[config.mk]
export PLATFORM = sky130hd
export DESIGN_NAME = sa_tile_scheduler
export DESIGN_NICKNAME = d
export VERILOG_FILES = /design/src/rtl/sa_tile_scheduler.sv
export SDC_FILE = /design/constraint.sdc
export NUM_CORES = 2
export LEC_CHECK = 0
export BUFFER_PORTS_ARGS = -buffer_cell sky130_fd_sc_hd__clkbuf_2
export CAP_MARGIN = 25
export CELL_PAD_IN_SITES_DETAIL_PLACEMENT = 1
export CELL_PAD_IN_SITES_GLOBAL_PLACEMENT = 1
export CORE_MARGIN = 4
export CORE_UTILIZATION = 50
export DETAILED_ROUTE_END_ITERATION = 8
export PLACE_DENSITY = 0.87
export SLEW_MARGIN = 10
export SYNTH_ARGS = -nofsm -noshare
export SYNTH_HDL_FRONTEND = slang
export SYNTH_SLANG_ARGS = --single-unit
[constraint.sdc]
create_clock -name clk -period 11.05 [get_ports clk]
set_input_delay 2.21 -clock clk [delete_from_list [all_inputs] [get_ports clk]]
set_output_delay 2.21 -clock clk [all_outputs]
set_load 0.1 [all_outputs]
[src/rtl/sa_tile_scheduler.sv]
// sa_tile_scheduler: walks an M x COUT job in N x N output tiles (channel-inner, row-outer),
// issues one array multiply per tile, waits out streaming and drain, then hands each tile to a
// writeback consumer with a valid/ready handshake.
// Build option: define SA_SCHED_TIMEOUT_EN to enable the ARM+STREAM watchdog and the sticky err.
module sa_tile_scheduler #(
   parameter int unsigned N              = 64,
   parameter int unsigned DRAIN_CYCLES   = 128,
   parameter int unsigned TIMEOUT_CYCLES = 200000
) (
   input  logic        clk,
   input  logic        n_rst,
   input  logic        go,
   input  logic [31:0] m_total,
   input  logic [31:0] cout_total,
   input  logic [31:0] x_base,
   input  logic [31:0] w_base,
   input  logic [31:0] x_row_stride,
   output logic [31:0] x_addr,
   output logic [31:0] w_addr,
   output logic        start_mul,
   input  logic        stall_mul,
   output logic        wb_valid,
   input  logic        wb_ready,
   output logic [31:0] tile_m0,
   output logic [31:0] tile_c0,
   output logic        busy,
   output logic        done,
   output logic        err
);

   typedef enum logic [2:0] {
      StIdle,
      StSetup,
      StStart,
      StArm,
      StStream,
      StDrain,
      StWb,
      StNext
   } state_t;

   state_t      state;

   // Job configuration captured on go; inputs are ignored for the rest of the job.
   logic [31:0] cfg_m_total;
   logic [31:0] cfg_cout_total;
   logic [31:0] cfg_x_base;
   logic [31:0] cfg_w_base;
   logic [31:0] cfg_x_row_stride;

   logic [31:0] drain_cnt;
   logic        timeout_hit;

   // One bit wider than the offsets so a tile step near 2^32 cannot wrap past the limit.
   logic [32:0] c0_inc;
   logic [32:0] m0_inc;
   logic        c0_wrap;
   logic        job_end;

   // Next-tile arithmetic for the NEXT state.
   always_comb begin
      c0_inc  = {1'b0, tile_c0} + 33'(N);
      m0_inc  = {1'b0, tile_m0} + 33'(N);
      c0_wrap = (c0_inc >= {1'b0, cfg_cout_total});
      job_end = c0_wrap && (m0_inc >= {1'b0, cfg_m_total});
   end

   // Main sequencer; all outputs are registered here.
   always_ff @(posedge clk) begin
      if (!n_rst) begin
         state            <= StIdle;
         cfg_m_total      <= '0;
         cfg_cout_total   <= '0;
         cfg_x_base       <= '0;
         cfg_w_base       <= '0;
         cfg_x_row_stride <= '0;
         drain_cnt        <= '0;
         x_addr           <= '0;
         w_addr           <= '0;
         start_mul        <= 1'b0;
         wb_valid         <= 1'b0;
         tile_m0          <= '0;
         tile_c0          <= '0;
         busy             <= 1'b0;
         done             <= 1'b0;
      end else begin
         start_mul <= 1'b0;
         done      <= 1'b0;
         unique case (state)
            StIdle: begin
               if (go) begin
                  cfg_m_total      <= m_total;
                  cfg_cout_total   <= cout_total;
                  cfg_x_base       <= x_base;
                  cfg_w_base       <= w_base;
                  cfg_x_row_stride <= x_row_stride;
                  tile_m0          <= '0;
                  tile_c0          <= '0;
                  // An empty job completes at once without touching the array.
                  if (m_total == '0 || cout_total == '0) begin
                     done <= 1'b1;
                  end else begin
                     busy  <= 1'b1;
                     state <= StSetup;
                  end
               end
            end
            StSetup: begin
               x_addr    <= cfg_x_base + tile_m0 * cfg_x_row_stride;
               w_addr    <= cfg_w_base + (tile_c0 << 2);
               start_mul <= 1'b1;
               state     <= StStart;
            end
            StStart: begin
               state <= StArm;
            end
            StArm: begin
               if (timeout_hit) begin
                  done  <= 1'b1;
                  busy  <= 1'b0;
                  state <= StIdle;
               end else if (stall_mul) begin
                  state <= StStream;
               end
            end
            StStream: begin
               if (timeout_hit) begin
                  done  <= 1'b1;
                  busy  <= 1'b0;
                  state <= StIdle;
               end else if (!stall_mul) begin
                  // The stall-low cycle counts as the first of the drain window.
                  if (DRAIN_CYCLES <= 1) begin
                     wb_valid <= 1'b1;
                     state    <= StWb;
                  end else begin
                     drain_cnt <= 32'(DRAIN_CYCLES - 1);
                     state     <= StDrain;
                  end
               end
            end
            StDrain: begin
               drain_cnt <= drain_cnt - 32'd1;
               if (drain_cnt <= 32'd1) begin
                  wb_valid <= 1'b1;
                  state    <= StWb;
               end
            end
            StWb: begin
               if (wb_ready) begin
                  wb_valid <= 1'b0;
                  state    <= StNext;
               end
            end
            StNext: begin
               if (c0_wrap) begin
                  tile_c0 <= '0;
                  tile_m0 <= m0_inc[31:0];
               end else begin
                  tile_c0 <= c0_inc[31:0];
               end
               if (job_end) begin
                  done  <= 1'b1;
                  busy  <= 1'b0;
                  state <= StIdle;
               end else begin
                  state <= StSetup;
               end
            end
            default: begin
               state <= StIdle;
            end
         endcase
      end
   end

`ifdef SA_SCHED_TIMEOUT_EN
   logic [31:0] to_cnt;

   assign timeout_hit = (state == StArm || state == StStream) &&
                        (to_cnt == 32'(TIMEOUT_CYCLES - 1));

   // Watchdog over ARM+STREAM (zero elsewhere, so cleared by SETUP); err sticky until next go.
   always_ff @(posedge clk) begin
      if (!n_rst) begin
         to_cnt <= '0;
         err    <= 1'b0;
      end else begin
         if (state == StArm || state == StStream) begin
            to_cnt <= to_cnt + 32'd1;
         end else begin
            to_cnt <= '0;
         end
         if (state == StIdle && go) begin
            err <= 1'b0;
         end else if (timeout_hit) begin
            err <= 1'b1;
         end
      end
   end
`else
   assign timeout_hit = 1'b0;
   assign err         = 1'b0;
`endif

endmodule

==> reports/qor.yml <==
area_growth_syn_to_layout_pct: 12.36
synth-compound-area-share_pct: 10.73
ant_nets: 0
p_seq_share_pct: 28.5
synth_top_family_by_area: "adder cells"
crit_required_ns: 11.49
timing.slew.headroom_pct: 23.75
clkTransAtPathRegs_ns: 0.06
synthArstFlopShare_pct: 0
coreArea_sq_mm: 0.05650
hold-worst-slack_ns: 0.4487
fin_skew_ns: 0.03415
power.switching_mw: 2.152
synth_cell_types: 67
crit_path_frequent_cell: "sky130_fd_sc_hd__fa_1"
p_int_mw: 2.634
yosys.area_share.adder_pct: 34.04
cp_slowest_stage_delay_ns: 1.08
start_util_pct: 50.54
groute.usage.overall_pct: 30.58
unrepaired_setup_endpoints_after_global_routing: "false"
route.detailed.wl_per_inst_um: 20.91
switching_share_pct: 44.96
critPathKind: "reg2reg"
yosys-mux-area-fraction_pct: 0.2936
post-cts-setup-buffers: 0
antenna_found_initial: 14
status: "completed"
cts_buffer_depth: 3
grt_first_pass_wirelength_um: 146600
cts.sinks: 309
grt_pass1_vias: 27320
ys_warn_count: 0
synth_seq_cells: 309
path_buf_inv: 4
hold_violations: 0
fraction_of_layout_instances_using_a_drive_strength_above_1_pct: 10.50
total_leakage_power_nw: 14.84
synth_enable_flop_cells: 0
gp_congestion: 0.8758
yosys-top-cells-area: "sky130_fd_sc_hd__fa_1 (26%), sky130_fd_sc_hd__dfxtp_1 (22%), sky130_fd_sc_hd__ha_1 (8.2%)"
timing.setup.tns_ns: 0
count_of_buffers_from_port_buffering: 278
final.min_clock_period_ns: 8.292
std_cell_rows: 87
post_cts_hold_buffer_count: 0
drtIter0Drc: 1394
htree_num_levels: 2
cts_tree: "done"
p_comb_share_pct: 45.6
worst-slew-pin-transition_ns: 1.142
critPathTopFamily: "adder cells"
detail_route.wirelength_um: 93500
die_width_um: 247.0
grt_remaining_overflow: 0
synth.cell_area_sq_mm: 0.02855
drt_first_pass_iters: 5
ir_worst_vdd_mv: 0.1676
overall_die_area_sq_mm: 0.06099
worst_hold_path_type: "reg2reg"
maxSlewViolCount: 0
yosys.area_share.simple_pct: 19.37
synth_seq_area_share_pct: 21.67
postCtsResizedCells: 0
setup.worst_path.start_class: "flip-flop"
layout_worst_path_cycle_share_pct: 75.04
die_h_um: 247.0
routed_via_density: 5.486
cts_root_buf: "sky130_fd_sc_hd__clkbuf_16"
insertion_delay_ns: 0.59
arrival_ns: 8.73
report.final.setup_viol: 0
route.vias.total: 24530
timing.max_cap.violations: 0
post-route-util_pct: 56.78
maximum_number_of_pins_on_one_net_before_global_route_repair: 119
synth_area_per_cell_sq_um: 8.373
num-nets-final: 4404
power.density_cell_area_mw_per_mm2: 149.2
io_pins: 298
synth_xor_area_share_pct: 4.417
post_synth_inst_count: 3410
hpwl_um: 70790
worstSetupEndpointType: "flip-flop"
drc: 0
netlist.top_cell.by_area: "sky130_fd_sc_hd__fa_1"
power.clock.fraction_pct: 26.0
cts-buffers-inserted: 37
cp_slowest_cell: "sky130_fd_sc_hd__dfxtp_1"
critical_path_peak_fanout: 25
crit_path_cell_trace: "and2_1 > fa_1 > fa_1 > fa_1 > inv_1 > fa_1 > inv_1 > fa_1 > fa_1 > fa_1 > inv_1 > fa_1 > inv_1 > ha_1 > a21o_1 > a21o_1 > a21o_1 > a31o_2 > or3b_2 > o221ai_1 > o21ai_0 > xnor2_1 > o21ai_0"
dominantRegCellSynth: "sky130_fd_sc_hd__dfxtp_1"
timing.fmax_ghz: 0.1206
yosys.area.top_type_share_pct: 25.80
## placed cells by master, fill, tap and decap left out, types with 9 or more instances in the layout
cell type	synthesis	layout
sky130_fd_sc_hd__nor2_1	89	88
sky130_fd_sc_hd__and3_1	15	15
sky130_fd_sc_hd__o21ai_0	64	64
sky130_fd_sc_hd__nand3_1	59	59
sky130_fd_sc_hd__or4_1	12	12
sky130_fd_sc_hd__nor3_1	29	27
sky130_fd_sc_hd__nor2b_1	9	9
sky130_fd_sc_hd__or3_1	20	19
sky130_fd_sc_hd__fa_1	368	368
sky130_fd_sc_hd__and2_1	232	231
sky130_fd_sc_hd__clkbuf_16	0	37
sky130_fd_sc_hd__nand3b_1	13	13
sky130_fd_sc_hd__a22oi_1	9	9
sky130_fd_sc_hd__conb_1	2	118
sky130_fd_sc_hd__o211ai_1	22	22
sky130_fd_sc_hd__xnor2_1	103	103
sky130_fd_sc_hd__xor2_1	41	41
sky130_fd_sc_hd__ha_1	188	188
sky130_fd_sc_hd__dfxtp_1	309	309
sky130_fd_sc_hd__o21a_1	16	16
sky130_fd_sc_hd__inv_1	512	511
sky130_fd_sc_hd__clkbuf_2	0	278
sky130_fd_sc_hd__a21oi_1	290	290
sky130_fd_sc_hd__clkbuf_1	174	10
sky130_fd_sc_hd__a21boi_0	10	10
sky130_fd_sc_hd__o31ai_1	10	10
sky130_fd_sc_hd__a21o_1	31	31
sky130_fd_sc_hd__diode_2	0	9
sky130_fd_sc_hd__nand2_1	605	604
sky130_fd_sc_hd__nor4_1	33	33
sky130_fd_sc_hd__a211oi_1	16	15
sky130_fd_sc_hd__buf_4	13	30
sky130_fd_sc_hd__nand4_1	20	20
## power by group through the flow
stage | Combinational, mW | Sequential, mW | Clock, mW
2_1_floorplan | 1.24 | 1.68 | 0
3_3_place_gp | 2.02 | 1.38 | 0
3_5_place_dp | 2.13 | 1.38 | 0
4_1_cts | 2.16 | 1.36 | 1.27
5_1_grt | 2.38 | 1.38 | 1.31
6_report | 2.18 | 1.36 | 1.24
## state kept, by name (all words and copies together), names as in the netlist
register and cells:
drain_cnt 32, wb_valid 1, done 1, x_addr 32, cfg_w_base 32, start_mul 1, busy 1, tile_m0 26
cfg_m_total 32, tile_c0 26, state 3, cfg_x_row_stride 26, cfg_x_base 32, w_addr 32, cfg_cout_total 32
## synth_stat cells (3+ instances only)
cell                        instances
sky130_fd_sc_hd__nor3b_1            3
sky130_fd_sc_hd__nor4_1            33
sky130_fd_sc_hd__nor4b_1            3
sky130_fd_sc_hd__a21oi_1          290
sky130_fd_sc_hd__a211oi_1          16
sky130_fd_sc_hd__xor2_1            41
sky130_fd_sc_hd__nand3_1           59
sky130_fd_sc_hd__buf_2              3
sky130_fd_sc_hd__nand2b_1           8
sky130_fd_sc_hd__nor3_1            29
sky130_fd_sc_hd__o21ai_0           64
sky130_fd_sc_hd__o311ai_0           8
sky130_fd_sc_hd__a22oi_1            9
sky130_fd_sc_hd__nand2_1          605
sky130_fd_sc_hd__inv_1            512
sky130_fd_sc_hd__or2_2              6
sky130_fd_sc_hd__or4_1             12
sky130_fd_sc_hd__fa_1             368
sky130_fd_sc_hd__and4_1             3
sky130_fd_sc_hd__nor2_1            89
sky130_fd_sc_hd__buf_4             13
sky130_fd_sc_hd__dfxtp_1          309
sky130_fd_sc_hd__o211a_1            3
sky130_fd_sc_hd__or3_1             20
sky130_fd_sc_hd__mux2_2             3
sky130_fd_sc_hd__and3_1            15
sky130_fd_sc_hd__a2111oi_0          3
sky130_fd_sc_hd__clkbuf_1         174
sky130_fd_sc_hd__xnor2_1          103
sky130_fd_sc_hd__a21boi_0          10
sky130_fd_sc_hd__mux2i_1            5
sky130_fd_sc_hd__and2_1           232
sky130_fd_sc_hd__o21bai_1           5
sky130_fd_sc_hd__a21o_1            31
sky130_fd_sc_hd__nor2b_1            9
sky130_fd_sc_hd__o41ai_1            3
sky130_fd_sc_hd__ha_1             188
sky130_fd_sc_hd__nand4_1           20
sky130_fd_sc_hd__o21a_1            16
sky130_fd_sc_hd__nand3b_1          13
sky130_fd_sc_hd__o211ai_1          22
sky130_fd_sc_hd__a31oi_1            8
sky130_fd_sc_hd__o311a_1            3
sky130_fd_sc_hd__o31ai_1           10
sky130_fd_sc_hd__buf_1              3
## worst reg2reg max path: cells and delay by family, from the launching register on
kind,cells,cell delay [ns]
and+or+nand+nor,2,0.76
adders and majority gates,9,4.40
buffers and inverters,4,0.23
DFF,1,1.08
xor gates and xnor gates,1,0.25
AOI/OAI and AO/OA,7,1.43
## cell type report
type                            instances  area (sq um)
Antenna cell                            9         22.52
Clock buffer                           50          1005
Clock inverter                         12         192.7
Fill cell                            6885         24410
Inverter                              512          1929
Multi-Input combinational cell       2512         20140
Sequential cell                       309          6186
Tap cell                              756         945.9
Timing Repair Buffer                  311          1662
## worst paths after layout
kind,startpoint,endpoint,slack [ns],cells after the start
setup / recovery,cfg_x_row_stride[2],x_addr[30],2.76,23
hold / removal,cfg_w_base[2],w_addr[2],0.45,2
setup reg to reg,cfg_x_row_stride[2],x_addr[30],2.76,23
hold reg to reg,cfg_w_base[2],w_addr[2],0.45,2
## cells by family (layout without fill, tap and decap cells)
group	count (synthesis)	count (layout)
buf+inv	705	885
other cells	2	127
simple gates	1166	1166
flops	309	309
compound gates	520	520
fa+ha+maj	556	556
xor+xnor	144	144
mux	8	8
## stage by stage
| step | cell area [sq um] | setup slack (ns) | total power [mW] | cells |
|---|---|---|---|---|
| 2_1_floorplan | 28990 | 3.143 | 2.921 | 3526 |
| 3_3_place_gp | 30820 | 3.199 | 3.398 | 4397 |
| 3_5_place_dp | 30850 | 2.859 | 3.509 | 4399 |
| 4_1_cts | 32040 | 2.808 | 4.787 | 4461 |
| 5_1_grt | 32070 | 2.556 | 5.064 | 4468 |
| 6_report | 32080 | 2.758 | 4.787 | 4471 |
## layer usage
metal | global-route usage, % | share of wire, %
met1 | 35.52 | 38
met2 | 54.02 | 50
met3 | 5.639 | 6.2
met4 | 15.35 | 5.4
met5 | 0 | 0.055
No activity file was read; power rests on OpenSTA's default activity.
